$ cat config.mk
export PLATFORM = sky130hd
export DESIGN_NAME = st2_pipeline_sequencer
export DESIGN_NICKNAME = d
export VERILOG_FILES = /design/src/rtl/st2_pipeline_sequencer.sv
export SDC_FILE = /design/constraint.sdc
export NUM_CORES = 1
export LEC_CHECK = 0
export CAP_MARGIN = 20
export CORE_MARGIN = 2
export CORE_UTILIZATION = 38
export CTS_CLUSTER_SIZE = 10
export DETAILED_ROUTE_END_ITERATION = 6
export PLACE_DENSITY = 0.73
export RECOVER_POWER = 25
export SKIP_LAST_GASP = 1
export SYNTH_ARGS = -nofsm -noshare
export SYNTH_HDL_FRONTEND = slang
export SYNTH_SLANG_ARGS = --single-unit
$ cat constraint.sdc
create_clock -name clk -period 1.7 [get_ports clk]
set_input_delay 0.34 -clock clk [delete_from_list [all_inputs] [get_ports clk]]
set_output_delay 0.34 -clock clk [all_outputs]
set_load 0.01 [all_outputs]
$ cat src/rtl/st2_pipeline_sequencer.sv
// Stage-2 control sequencer: converts hazard-unit decisions into PC/pipeline
// enables and flushes, and sequences exception entry and halt drain.
module st2_pipeline_sequencer #(
  parameter logic [15:0] EXC_VECTOR   = 16'h0100,
  parameter int unsigned DRAIN_CYCLES = 3,
  parameter int unsigned CNT_W        = 8
) (
  input  logic             clk,
  input  logic             rst_n,
  input  logic             change_pc,
  input  logic             mem_bubble,
  input  logic             pc_bubble,
  input  logic             halt_req,
  input  logic             alu_exception,
  input  logic             illegal_op,
  input  logic [15:0]      ex_pc,
  input  logic [15:0]      ex_error_val,
  input  logic             resume,
  output logic             pc_write,
  output logic [1:0]       pc_sel,
  output logic             ifid_write,
  output logic             ifid_flush,
  output logic             idex_flush,
  output logic             exmem_flush,
  output logic [15:0]      epc,
  output logic [15:0]      err_val,
  output logic [1:0]       cause,
  output logic [CNT_W-1:0] exc_count,
  output logic             halted,
  output logic [2:0]       state
);

  typedef enum logic [2:0] {
    S_RUN    = 3'd0,
    S_EXC    = 3'd1,
    S_DRAIN  = 3'd2,
    S_HALTED = 3'd3
  } state_t;

  // The PC mux lives outside this block; the vector must be half-word aligned.
  if (DRAIN_CYCLES < 1 || DRAIN_CYCLES > 15 || EXC_VECTOR[0]) begin : g_bad_param
    $error("st2_pipeline_sequencer: bad DRAIN_CYCLES or unaligned EXC_VECTOR");
  end

  state_t     cur_state, nxt_state;
  logic [3:0] drain_cnt, drain_nxt;
  logic       halted_nxt;
  logic       capture;
  logic       fault;

  assign fault = alu_exception | illegal_op;
  assign state = cur_state;

  always_comb begin
    nxt_state   = cur_state;
    drain_nxt   = drain_cnt;
    halted_nxt  = halted;
    capture     = 1'b0;
    pc_write    = 1'b0;
    pc_sel      = 2'b00;
    ifid_write  = 1'b0;
    ifid_flush  = 1'b0;
    idex_flush  = 1'b0;
    exmem_flush = 1'b0;

    case (cur_state)
      S_RUN: begin
        if (fault) begin
          ifid_flush  = 1'b1;
          idex_flush  = 1'b1;
          exmem_flush = 1'b1;
          capture     = 1'b1;
          nxt_state   = S_EXC;
        end else if (halt_req) begin
          ifid_flush = 1'b1;
          drain_nxt  = 4'(DRAIN_CYCLES - 1);
          nxt_state  = S_DRAIN;
        end else if (mem_bubble) begin
          idex_flush = 1'b1;
        end else if (change_pc) begin
          pc_write   = 1'b1;
          pc_sel     = 2'b01;
          ifid_write = 1'b1;
          ifid_flush = 1'b1;
        end else if (pc_bubble) begin
          ifid_write = 1'b1;
          ifid_flush = 1'b1;
        end else begin
          pc_write   = 1'b1;
          ifid_write = 1'b1;
        end
      end
      S_EXC: begin
        pc_write   = 1'b1;
        pc_sel     = 2'b10;
        ifid_write = 1'b1;
        ifid_flush = 1'b1;
        nxt_state  = S_RUN;
      end
      S_DRAIN: begin
        if (fault) begin
          ifid_flush  = 1'b1;
          idex_flush  = 1'b1;
          exmem_flush = 1'b1;
          capture     = 1'b1;
          nxt_state   = S_EXC;
        end else begin
          ifid_flush = 1'b1;
          if (drain_cnt == 4'd0) begin
            nxt_state  = S_HALTED;
            halted_nxt = 1'b1;
          end else begin
            drain_nxt = drain_cnt - 4'd1;
          end
        end
      end
      S_HALTED: begin
        ifid_flush  = 1'b1;
        idex_flush  = 1'b1;
        exmem_flush = 1'b1;
        if (resume) begin
          halted_nxt = 1'b0;
          nxt_state  = S_RUN;
        end
      end
      default: begin
        ifid_flush  = 1'b1;
        idex_flush  = 1'b1;
        exmem_flush = 1'b1;
        nxt_state   = S_RUN;
      end
    endcase

    // Held reset forces a safe, fully flushed pipeline regardless of state.
    if (!rst_n) begin
      pc_write    = 1'b0;
      pc_sel      = 2'b00;
      ifid_write  = 1'b0;
      ifid_flush  = 1'b1;
      idex_flush  = 1'b1;
      exmem_flush = 1'b1;
    end
  end

  always_ff @(posedge clk or negedge rst_n) begin
    if (!rst_n) begin
      cur_state <= S_RUN;
      drain_cnt <= '0;
      halted    <= 1'b0;
      epc       <= '0;
      err_val   <= '0;
      cause     <= 2'b00;
      exc_count <= '0;
    end else begin
      cur_state <= nxt_state;
      drain_cnt <= drain_nxt;
      halted    <= halted_nxt;
      if (capture) begin
        epc     <= ex_pc;
        err_val <= ex_error_val;
        cause   <= {illegal_op, alu_exception};
        if (exc_count != '1) exc_count <= exc_count + CNT_W'(1);
      end
    end
  end

endmodule

==> results.json <==
{
  "netSwitchingPower_mw": 1.36,
  "grt_overflow_total": 0,
  "fin_nets": 408,
  "clk_pin_slew_worst_paths_ns": 0.09,
  "setup_ws_ns": -0.141,
  "start_util": 0.400,
  "yosysMostFrequentCell": "nand2_1",
  "synth_top_area_frac": 0.550,
  "pwr-share-comb": 0.410,
  "post-route-period-util": 1.08,
  "rsz0062_at_grt": "true",
  "wirelength_um": 5680,
  "finalClockSkew_ns": 0.00547,
  "hpwl_um": 3980,
  "finalMaxSlewViolations": 0,
  "ant_nets": 0,
  "fmax_mhz": 543,
  "report.final.setup_viol": 7,
  "drc_errors": 0,
  "core-area_sq_um": 5570,
  "root_buffer": "clkbuf_8",
  "critPathRequiredTime_ns": 1.36,
  "ioPinCount": 94,
  "final.min_clock_period_ns": 1.84,
  "synth_area_leader_cell": "dfrtp_1",
  "hold_buffers": 0,
  "synth-edff-count": 0,
  "ys.flop_type": "dfrtp_1",
  "dr.first_iter.drc_count": 71,
  "finalHoldViolCount": 0,
  "die_w_um": 80.6,
  "rows": 27,
  "dr.pass1.iters": 4,
  "via_per_inst": 4.79,
  "syn_to_final_growth_pct": 59.9,
  "die-height_um": 80.6,
  "hold_path.class": "input port to asynchronous set/reset pin",
  "synth_warnings": 0,
  "cts_num_sinks": 49,
  "rr_worst_depth": 8,
  "syn_area_sq_um": 2230,
  "grt_first_pass_wirelength_um": 8980,
  "clockBufferDepth": 2,
  "cts_tree": "yes",
  "crit_fanout": 7,
  "crit_path_start_kind": "register",
  "power_density_nw_per_um2": 1130,
  "drv_cap": 0,
  "clock_power_share": 0.166,
  "async_flop_share": 1.00,
  "violations": "setup timing",
  "drive_gt1_frac": 0.195,
  "seq_power_share": 0.424,
  "status": "finished, violations left",
  "grt_pass1_vias": 1999,
  "grt_util_all_layers": 0.176,
  "synth.avg_cell_area_sq_um": 9.10,
  "stdcell_count": 437,
  "p_int_mw": 2.66,
  "finalPower_mw": 4.02,
  "worst_pin_slew_ns": 0.885,
  "crit_path_end_kind": "primary output",
  "slew_headroom": 0.410,
  "p_leak_nw": 1.67,
  "r2r_start": "state[0]",
  "startpoint": "state[0]",
  "port_buffers": 92,
  "path_class": "register to primary output",
  "syn-instance-count": 245,
  "grt_max_degree": 37,
  "p_sw_frac": 0.339,
  "syn_nets": 289,
  "ys_ff_latch": 49,
  "ctsHtreeMaxLevel": 2,
  "worstPathArrival_ns": 1.50,
  "synth_top_cells_by_count": "109 x nand2_1, 49 x dfrtp_1, 8 x nor2_1, 8 x o21ai_0, 7 x buf_2",
  "via_count": 2094,
  "antenna_cells": 0,
  "yosys-top-cells-area": "dfrtp_1 55%, nand2_1 18%, mux2_2 3.0%",
  "synth-seq-area-share": 0.550,
  "synth_cell_types": 39,
  "die_area_sq_um": 6490,
  "clk-insertion-delay-late_ns": 0.30,
  "cts_buffers": 5,
  "dp_cells": 421,
  "vdd_drop_max_v": 0.000886,
  "gp_congestion": 0.780,
  "wl_per_cell_um": 13.0,
  "antenna_found_initial": 0
}
-- final timing paths --
kind                                      to  slack, ns
worst max-delay path              ifid_flush      -0.14
worst min-delay path                  halted       0.19
worst max register to register  exc_count[3]      -0.03
worst min register to register        epc[5]       0.48
max in group asynchronous           state[0]       0.57
min in group clk                      epc[5]       0.48
-- cell usage in the layout, fill, tap and decap left out, types with 2 or more instances in the layout --
cell             count
a211oi_2             2
o21ai_1              3
mux2_2               5
nand2b_1             5
buf_6                3
inv_1                6
nor2b_1              2
dfrtp_2              3
xnor2_1              2
a41oi_1              3
dlygate4sd2_1        5
a21oi_1              2
clkdlybuf4s50_1     78
buf_4               23
clkinv_2             2
nand3_1              2
clkbuf_8             5
clkbuf_2             3
nand4b_1             2
clkbuf_1             2
dfrtp_1             46
buf_2                6
buf_8                2
nor2_1               6
nand2_1            108
o21ai_0              5
ha_1                 3
-- layout make-up --
| class | instances | area, sq um |
|---|---|---|
| Clock buffer | 5 | 68.8 |
| Clock inverter | 3 | 17.5 |
| Fill cell | 459 | 2010 |
| Inverter | 6 | 22.5 |
| Multi-Input combinational cell | 179 | 1010 |
| Sequential cell | 49 | 1230 |
| Tap cell | 72 | 90.1 |
| Timing Repair Buffer | 123 | 1130 |
-- state kept, by name, indices dropped and copies added, names as in the netlist --
name / count
exc_count: 8
state: 2
err_val: 16
drain_cnt: 4
halted: 1
epc: 16
cause: 2
-- critical path, stage by stage (launching register included) --
cell,delay [ns]
dfrtp_2,0.47
nor3_4,0.16
buf_4,0.18
o2111ai_1,0.10
dlygate4sd2_1,0.30
-- power groups by stage --
stage	logic, mW	registers [mW]	clock network, mW
2_1_floorplan	0.537	1.81	0
3_3_place_gp	1.54	1.70	0
3_5_place_dp	1.57	1.70	0
4_1_cts	1.58	1.69	0.694
5_1_grt	1.82	1.76	0.746
6_report	1.65	1.71	0.668
-- repair_timing --
item,CTS,global route
gates resized for setup,37,23
endpoints found under the setup margin,10,24
buffers inserted,6,2
pin swaps,4,7
-- cells by family after synthesis --
group,after synthesis,share of synthesized area
AND/OR/NAND/NOR,140,0.271
flip-flops,49,0.550
AO/OA/AOI/OAI,27,0.0882
buffers and inverters,17,0.0342
multiplexers,6,0.0303
adder cells (fa/ha/maj),3,0.0168
XOR/XNOR,2,0.00786
other,1,0.00168
-- per-layer routing --
layer / global-route usage / routed length [um] / vias to the layer above / share of wire
met1: 0.227 / 2590 / 973 / 0.46
met4: 0.0542 / 46 / 0 / 0.0081
met5: 0 / 0 / - / 0
met3: 0.0494 / 435 / 8 / 0.077
li1: - / - / 1041 / -
met2: 0.288 / 2610 / 72 / 0.46
-- per-stage QoR --
stage	utilization	hold WS (ns)	setup slack [ns]	TNS, ns	area (sq um)
6_report	0.639	0.193	-0.141	-0.482	3560
5_1_grt	0.639	0.241	-0.225	-1.36	3560
4_1_cts	0.625	0.000874	-0.135	-0.612	3480
3_5_place_dp	0.604	0.332	-0.588	-7.09	3360
3_3_place_gp	0.604	0.333	-0.585	-6.21	3360
2_1_floorplan	-	0.0444	0.0315	0	2230
No activity file was read; power rests on OpenSTA's default activity.
